**config.mk**
```make
export PLATFORM = sky130hd
export DESIGN_NAME = counter_arbiter
export DESIGN_NICKNAME = d
export VERILOG_FILES = /design/src/rtl/counter_arbiter.sv
export SDC_FILE = /design/constraint.sdc
export NUM_CORES = 1
export LEC_CHECK = 0
export CAP_MARGIN = 20
export CORE_ASPECT_RATIO = 1.1
export CORE_UTILIZATION = 38
export DETAILED_ROUTE_END_ITERATION = 16
export PLACE_DENSITY_LB_ADDON = 0.2
export REMOVE_ABC_BUFFERS = 1
export SLEW_MARGIN = 20
export SYNTH_ARGS = -nofsm -noshare
export SYNTH_HDL_FRONTEND = slang
export SYNTH_SLANG_ARGS = --single-unit
```
**constraint.sdc**
```tcl
create_clock -name clk_i -period 1.26 [get_ports clk_i]
set_clock_uncertainty 0.15 [all_clocks]
set_input_delay 0.126 -clock clk_i [delete_from_list [all_inputs] [get_ports clk_i]]
set_output_delay 0.126 -clock clk_i [all_outputs]
set_load 0.05 [all_outputs]
```
**src/rtl/counter_arbiter.sv**
```systemverilog
// Two-requester arbiter that borrows a shared external counter: clears it, counts it up
// to the granted requester's latched length, then pulses DONE for that requester.
module counter_arbiter #(
  parameter int LEN_W = 4
) (
  input  logic             clk_i,
  input  logic             rst_ni,
  input  logic [1:0]       req_i,
  input  logic [LEN_W-1:0] len0_i,
  input  logic [LEN_W-1:0] len1_i,
  input  logic [LEN_W-1:0] cnt_out_i,
  input  logic             cnt_tc_i,
  output logic             cnt_clr_o,
  output logic             cnt_en_o,
  output logic [1:0]       gnt_o,
  output logic [1:0]       done_o,
  output logic             busy_o,
  output logic             err_o
);

  typedef enum logic [1:0] {S_IDLE, S_CLEAR, S_RUN, S_FINISH} state_t;

  state_t           state_q, state_d;
  logic [1:0]       gnt_q, gnt_d;
  logic [1:0]       done_q, done_d;
  logic             busy_q, busy_d;
  logic             err_q, err_d;
  logic [LEN_W-1:0] len_q, len_d;
  logic             last_q, last_d;
  logic             first_q, first_d;
  logic             sel;

  always_comb begin
    state_d   = state_q;
    gnt_d     = gnt_q;
    done_d    = 2'b00;
    err_d     = err_q;
    len_d     = len_q;
    last_d    = last_q;
    first_d   = 1'b0;
    sel       = 1'b0;
    cnt_clr_o = 1'b0;
    cnt_en_o  = 1'b0;
    unique case (state_q)
      S_IDLE: begin
        gnt_d = 2'b00;
        if (req_i != 2'b00) begin
          // On a tie the requester that did not finish last wins.
          sel     = (req_i == 2'b11) ? ~last_q : req_i[1];
          gnt_d   = sel ? 2'b10 : 2'b01;
          len_d   = sel ? len1_i : len0_i;
          state_d = S_CLEAR;
        end
      end
      S_CLEAR: begin
        cnt_clr_o = 1'b1;
        first_d   = 1'b1;
        state_d   = S_RUN;
      end
      S_RUN: begin
        cnt_en_o = (cnt_out_i != len_q);
        if ((cnt_tc_i && (cnt_out_i != len_q)) || (first_q && (cnt_out_i != '0)))
          err_d = 1'b1;
        if (cnt_out_i == len_q) begin
          state_d = S_FINISH;
          done_d  = gnt_q;
          last_d  = gnt_q[1];
        end
      end
      S_FINISH: begin
        gnt_d   = 2'b00;
        state_d = S_IDLE;
      end
      default: state_d = S_IDLE;
    endcase
    busy_d = (state_d != S_IDLE);
  end

  always_ff @(posedge clk_i or negedge rst_ni) begin
    if (!rst_ni) begin
      state_q <= S_IDLE;
      gnt_q   <= 2'b00;
      done_q  <= 2'b00;
      busy_q  <= 1'b0;
      err_q   <= 1'b0;
      len_q   <= '0;
      last_q  <= 1'b1;
      first_q <= 1'b0;
    end else begin
      state_q <= state_d;
      gnt_q   <= gnt_d;
      done_q  <= done_d;
      busy_q  <= busy_d;
      err_q   <= err_d;
      len_q   <= len_d;
      last_q  <= last_d;
      first_q <= first_d;
    end
  end

  assign gnt_o  = gnt_q;
  assign done_o = done_q;
  assign busy_o = busy_q;
  assign err_o  = err_q;

endmodule
```
# Word-level counts from Yosys, hierarchy flattened
# Cells that the tools add are included.
# totals
register_bits	14
input_bits	17
out_inout_bits	8
elab_cells	38
# op_classes
n_eq_ne	6
n_bitwise	1
reduce_logical	11
n_mux	12
# op_table
operator	count
2-bit two-way mux	6
2-bit one-hot mux with 4 select lines	1
2-bit equality test, second input constant	3
2-bit AND reduction	3
2-bit nonzero test	3
4-bit equality test	1
4-bit two-way mux	1
4-bit != test	1
2-bit one-hot mux with 2 select lines	1
4-bit nonzero test	1
1-bit two-way mux	3
2-bit by 1-bit equality test with 1-bit output, second input constant	1
1-bit logical AND	2
2-bit zero test	1
1-bit logical OR	1
1-bit inverter	1

# Longest topological paths before layout
# logic_depth
word_depth	5
depth_mapped	5
depth_no_buf	5

# Worst setup path after synthesis
# OpenSTA, ideal clock, no wires.
# synth_path
path_type	reg-to-reg
from	register state_q[0]
to	register busy_q, in the netlist busy_o
setup_time_ps	124
path_slack_ps	-97
arrival_time_ps	1083
stages_incl_launch_ff	6
path_buffers	0
synth_period_minus_slack_ps	1357
path_cell_list	dfrtp_1 inv_1 ha_1 nor2_1 a221oi_2 or2_1
# synth_via
elab_chain_cells	3
elab_cells_between_ends	8
classes_between	eq/ne: 3; mux: 3; reduce/logical: 2
# synth_rtl
element	line	rtl
from (decl)	23	state_t state_q, state_d;
from (signal assigned)	90	state_q <= state_d;
2-bit equality test, or another cell as far along	44	unique case (state_q)
2-bit one-hot mux with 4 select lines *	44	
named net state_d[0]	23	
2-bit nonzero test *	76	busy_d = (state_d != S_IDLE);
named net busy_d	26	logic busy_q, busy_d;
to (signal assigned)	93	busy_q <= busy_d;
to (decl)	26	
# The timed path passes the listed nets; every way through them passes the cells marked *.
# A chain may end at the register's enable or synchronous reset.

# Final worst setup path
# layout_path
from	register len_q[2]
to	output port cnt_en_o
# layout_via
elab_chain_cells	2
# layout_rtl
element	line	rtl
from (decl)	28	logic [LEN_W-1:0] len_q, len_d;
from (signal assigned)	95	len_q <= len_d;
4-bit != test	61	cnt_en_o = (cnt_out_i != len_q);
1-bit two-way mux	44	
to (decl)	14	output logic cnt_en_o,
# No other way between the ends.

==> results_dict.tcl <==
set metrics [dict create \
    dr.pass1.iters 4 \
    post-synth-top-count-cell "dfrtp_1" \
    max_stage_delay_ns 0.43 \
    synth_fa_ha_area_share_pct 9.009 \
    fp.dieW_microns 42.76 \
    synth_area_leaders "dfrtp_1, ha_1, mux2i_1" \
    post-route-drc-count 0 \
    internal_power_mw 1.856 \
    cp.required_ns 0.98 \
    crit_family "flip-flops" \
    rrSetupSlack_ns -0.24 \
    synth_compound_area_share_pct 12.25 \
    p_clk_share_pct 10.2 \
    viasPerCell 5.128 \
    rsz0062_at_grt "true" \
    ys_warn_count 0 \
    yosys.area_share.simple_pct 14.05 \
    hold_path.class "input pin to register" \
    drt_iter0_markers 12 \
    row_count 15 \
    period_minus_slack_ns 1.578 \
    postPlaceCellArea_sq_um 1091 \
    place_congestion 0.8065 \
    finalNonFillerCells 125 \
    syn_inst 64 \
    grt_pass1_vias 628 \
    max_cap_violations 0 \
    htree_num_levels 1 \
    mappedNetlistArea_sq_um 694.4 \
    clk_path_buf_depth 2 \
    wl_per_cell_microns 15.68 \
    cp_slowest_cell "dfrtp_1" \
    endpoint_kind "output pin" \
    avgSynthCellArea_sq_um 10.85 \
    grt_pass1_wl_mm 3.118 \
    clk_latency_ns 0.28 \
    num_vias 641 \
    synth_xor_area_share_pct 5.045 \
    cts_tree "done" \
    grt-ovfl-total 0 \
    grtUsageTotal_pct 22.36 \
    p_switching_mw 1.280 \
    start_kind "register" \
    ys_ff_latch 14 \
    io_pins 25 \
    status "finished, violations left" \
    clk_pin_slew_ns 0.09 \
    core_area_sq_um 1633 \
    yosys.area.top_type "dfrtp_1" \
    finalSetupViolCount 12 \
    numCtsBuffers 3 \
    final_nets 131 \
    crit_chain "xnor2_2, nand4_2, and2_4, buf_8" \
    drv_slew 0 \
    arrival_ns 1.30 \
    seq_area_frac_synth_pct 50.63 \
    cts_root_buffer "clkbuf_4" \
    antenna_left 0 \
    synth_cell_types 22 \
    layout-drive-gt1-share_pct 44.44 \
    synth_top_family_by_area "simple AND/OR/NAND/NOR gates" \
    worstSetupPathType "register to output pin" \
    diodes 0 \
    powerDensity_nw_per_um2 2363 \
    period_share_pct 125.3 \
    port_buffers 24 \
    grt_max_degree 15 \
    p_leak_nw 0.6213 \
    synth_top_area_share_pct 46.85 \
    tightest_slew_ns 0.3327 \
    antenna_found_initial 0 \
    slew_headroom_pct 77.78 \
    ir_drop_mv 1.842 \
    synthArstFlopShare_pct 100.0 \
    wl_mm 1.960 \
    area_growth_pct 91.17 \
    swShare_pct 40.81 \
    die_area_sq_um 2003 \
    synth_enable_flop_cells 0 \
    setup_slack_ns -0.3184 \
    p_comb_share_pct 63.9 \
    ys_top_cells_by_count "dfrtp_1, inv_1, nand2_1" \
    start_util_pct 42.53 \
    hold_viol 0 \
    dp_hpwl_mm 1.242 \
    critPathMaxFanout 2 \
    synth_ff_type "dfrtp_1" \
    violations "setup timing" \
    die_h_microns 46.84 \
    cts.sinks 14 \
    crit_buf_inv 1 \
    clock.fmax_ghz 0.6336 \
    postLayoutCellArea_sq_um 1328 \
    place_inst 114 \
    muxShareOfSynthArea_pct 5.766 \
    sequentialPowerShare_pct 25.9 \
]
## worst register-to-register path: cells and delay by family, from the launching register on
| kind | cells | cell delay [ns] |
|---|---|---|
| flops | 1 | 0.43 |
| compound gates | 1 | 0.26 |
| simple gates | 2 | 0.25 |
| xor+xnor | 1 | 0.18 |
| buf+inv | 1 | 0.17 |
## final timing paths
kind                                 startpoint              endpoint  cells past startpoint
setup reg to reg           len_q[2]$_DFFE_PN0P_      busy_o$_DFF_PN0_                      5
hold / removal                         req_i[0]  gnt_o[0]$_DFFE_PN0P_                      3
setup / recovery           len_q[2]$_DFFE_PN0P_              cnt_en_o                      4
max in group asynchronous                rst_ni    last_q$_DFFE_PN1P_                      3
min in group asynchronous                rst_ni   done_o[1]$_DFF_PN0_                      3
hold reg to reg               first_q$_DFF_PN0_     err_o$_DFFE_PN0P_                      2
## layout make-up
class,count,area (sq um)
tap,17,21.27
timing repair buffer,40,450.4
fill,98,305.3
inverter,6,22.52
sequential,14,351.6
multi-input combinational,44,445.4
clock buffer,4,36.28
## cells by family after synthesis
logic type | count (synthesis)
and+or+nand+nor | 19
DFF | 14
AOI/OAI and AO/OA | 12
buffers and inverters | 6
adders and majority gates | 5
xor gates and xnor gates | 4
muxes | 4
## repair_timing
item,CTS,global route
buffers inserted,4,4
hold endpoints to repair,7,0
endpoints found under the setup margin,14,14
hold buffers,1,0
gates resized for setup,31,7
gates cloned,0,0
pin swaps,8,8
## layout by cell type, fill, tap and decap left out, drive strengths merged, types with 2 or more instances in the layout
master,Yosys,layout
xnor2,4,4
nor2,5,5
mux2i,4,4
clkdlybuf4s50,0,11
dlymetal6s2s,0,2
nand2,6,6
o21ai,7,7
ha,5,5
dlygate4sd2,0,3
buf,0,23
or2,2,2
inv,6,6
clkbuf,0,4
dfrtp,13,13
## per-layer routing
layer  part of all wire, %  track usage [%]  vias to the layer above
li1                      -                -                      308
met1                    43            27.85                      307
met2                    52            39.39                       22
met3                   3.2            3.462                        4
met4                   1.6            9.375                        0
met5                     0                0                        -
## registers in the layout, summed over array words and instances (netlist names)
name / cells
done_o: 2
state_q: 2
err_o: 1
busy_o: 1
first_q: 1
gnt_o: 2
len_q: 4
last_q: 1
## through the flow
| stage | setup WS, ns | utilization [%] | hold slack [ns] | setup TNS (ns) | power (mW) |
|---|---|---|---|---|---|
| floorplan | -0.09691 | - | -0.3196 | -0.4100 | 1.547 |
| global placement | -0.3476 | 66.82 | 0.3066 | -3.039 | 2.148 |
| detailed placement | -0.3885 | 66.82 | 0.3064 | -3.561 | 2.206 |
| CTS | -0.3200 | 78.01 | 0.2406 | -1.586 | 2.951 |
| global route | -0.3706 | 81.30 | 0.1972 | -2.568 | 3.299 |
| finish | -0.3184 | 81.30 | 0.1976 | -2.009 | 3.137 |
## power by group through the flow
stage | combinational (mW) | clock, mW | sequential, mW
after floorplan | 0.659 | 0 | 0.888
after global placement | 1.37 | 0 | 0.777
after detailed placement | 1.43 | 0 | 0.780
after CTS | 1.81 | 0.333 | 0.809
after global routing | 2.12 | 0.348 | 0.831
final | 2.00 | 0.320 | 0.813
No activity file was read; power rests on OpenSTA's default activity.
==> RTL edit: new RTL, same settings <==
The 4 states of `state_t` get a one-hot encoding in 4 bits.
--- a/src/rtl/counter_arbiter.sv
+++ b/src/rtl/counter_arbiter.sv
@@ -18,7 +18,7 @@
   output logic             err_o
 );
 
-  typedef enum logic [1:0] {S_IDLE, S_CLEAR, S_RUN, S_FINISH} state_t;
+  typedef enum logic [3:0] {S_IDLE = 4'b0001, S_CLEAR = 4'b0010, S_RUN = 4'b0100, S_FINISH = 4'b1000} state_t;
 
   state_t           state_q, state_d;
   logic [1:0]       gnt_q, gnt_d;
Function: same outputs for any inputs over 10 cycles, from zero or initial values and one cycle with rst_ni low; not proved beyond that.
==> RTL edit against the original RTL <==
  * The run ends with design-rule violations, negative setup slack left
  * Register-to-register slack lost 380 ps
  * Sequential cell count grew 2
  * Setup slack lost 300 ps
  * Area after synthesis grew 5.4%
  * Sequential share of layout area grew 2.3 points
  * Power grew 4.2%
  * Sequential power grew 14%
  * Cell area grew 5.7%
  * Routed wire length shrank 1.3%
  * Critical endpoint is now len_q[1]
  * Largest cell class unchanged
  * Largest power group unchanged
==> RTL edit: results <==
export IMPL_outcome="finished, violations left"
export IMPL_violations="design-rule violations, negative setup slack"
export IMPL_post_place_cells=118
export IMPL_synth_cell_type_count=28
export IMPL_yosysTopAreaCellShare=0.4786
export IMPL_synth_warnings=0
export IMPL_path_clk_slew_ps=90
export IMPL_p_leak_uw=0.0006290
export IMPL_port_buffers=24
export IMPL_diodes=0
export IMPL_numCtsBuffers=3
export IMPL_cts_root_buf="clkbuf_4"
export IMPL_ys_top_cells_by_area="dfrtp_1 (48%), dfstp_2 (7.2%), mux2i_1 (5.5%)"
export IMPL_drtIter0Drc=7
export IMPL_cts_hold_buf=1
export IMPL_cpPeakStageDelay_ps=570
export IMPL_grt_pass1_vias=647
export IMPL_vias_per_cell=5.209
export IMPL_path_max_fanout=5
export IMPL_crit_family="simple AND/OR/NAND/NOR gates"
export IMPL_dpl_worst_slack_ps=-606.5
export IMPL_grt_pass1_wl_mm=3.029
export IMPL_cp_arrival_ps=1920
export IMPL_nets=134
export IMPL_track_usage=0.2111
export IMPL_clk_latency_ps=300
export IMPL_cts_setup_buffers=7
export IMPL_yosys_most_used_dff="dfrtp_1"
export IMPL_drc_errors=1
export IMPL_min_path_type="in2reg"
export IMPL_wl_per_cell_um=14.43
export IMPL_worst_slack_ps=-623.1
export IMPL_peakVddDrop_v=0.001419
export IMPL_antenna_found_initial=0
export IMPL_worstMarginPinSlew_ps=320.4
export IMPL_slowest_stage="dfstp_2"
export IMPL_grt_max_degree=17
export IMPL_fillers=124
export IMPL_largestRegisters="len_q (4), state_q (4)"
export IMPL_first_pass_iters=10
export IMPL_drive_above_1_share=0.5259
export IMPL_hpwlAfterDp_mm=1.281
export IMPL_rows=16
export IMPL_synth_avg_cell_area_um2=11.26
export IMPL_async_flop_share=1.000
export IMPL_hold_path_depth=3
export IMPL_htreeDepth=1
export IMPL_yosys_top_cells_count="dfrtp_1 (14), nand2_1 (7), o21ai_0 (6)"
export IMPL_r2r_cells=5
export IMPL_gp_congestion=0.8599
export IMPL_routed_wirelength_mm=1.934
export IMPL_clockBufferDepth=2
export IMPL_cts_resized=28
export IMPL_finalSetupTns_ps=-7339
export IMPL_yosysSeqAreaShare=0.5504
export IMPL_setup_violations=18
RTL edit: changes by cell type after synthesis, sizes merged, moves of 2 or more:
| cell | delta |
|---|---|
| ha | -5 |
| inv | -4 |
| nor2 | -2 |
| o21bai | +2 |
| or4b | +2 |
RTL edit: power breakdown:
part / total [uW] / internal, uW / switching, uW
Sequential: 927 / 734 / 193
Clock: 340 / 176 / 163
Combinational: 2000 / 1130 / 870
RTL edit: cells by family (layout without fill, tap and decap cells):
family,count (synthesis),after routing,synth area share
buffers and inverters,3,54,0.02564
AND/OR/NAND/NOR,22,22,0.1710
flip-flops,16,16,0.5504
multiplexers,5,5,0.07009
XOR/XNOR,4,4,0.04786
AO/OA/AOI/OAI,15,15,0.1350
RTL edit: stage by stage:
step / util / hold slack [ps] / area (um2)
after floorplan: - / -319.6 / 720.7
after global placement: 0.6403 / 311.9 / 1154
after detailed placement: 0.6403 / 314.5 / 1154
after CTS: 0.7396 / 310.9 / 1333
after global routing: 0.7792 / 370.6 / 1404
final: 0.7792 / 321.4 / 1404
RTL edit: path summary, 6_finish.rpt:
path,start,end
max reg2reg,state_q[0],len_q[1]
min reg2reg,first_q,err_o
max in group asynchronous,rst_ni,last_q
min,len0_i[2],len_q[2]
max,state_q[0],len_q[1]
min in group asynchronous,rst_ni,len_q[1]
RTL edit: layer usage:
metal  track usage  part of all wire  vias up
li1              -                 -      332
met1        0.2319              0.39      345
met2        0.3970              0.56       18
met3       0.06792             0.040        3
met4       0.05625            0.0088        0
met5             0                 0        -
RTL edit: final cells by class:
type | count | area, um2 | share of cell area
tap | 18 | 22.52 | 0.01604
inverter | 2 | 10.01 | 0.007130
sequential | 16 | 404.1 | 0.2879
timing repair buffer | 48 | 525.5 | 0.3743
clock buffer | 4 | 36.28 | 0.02585
multi-input combinational | 46 | 405.4 | 0.2888
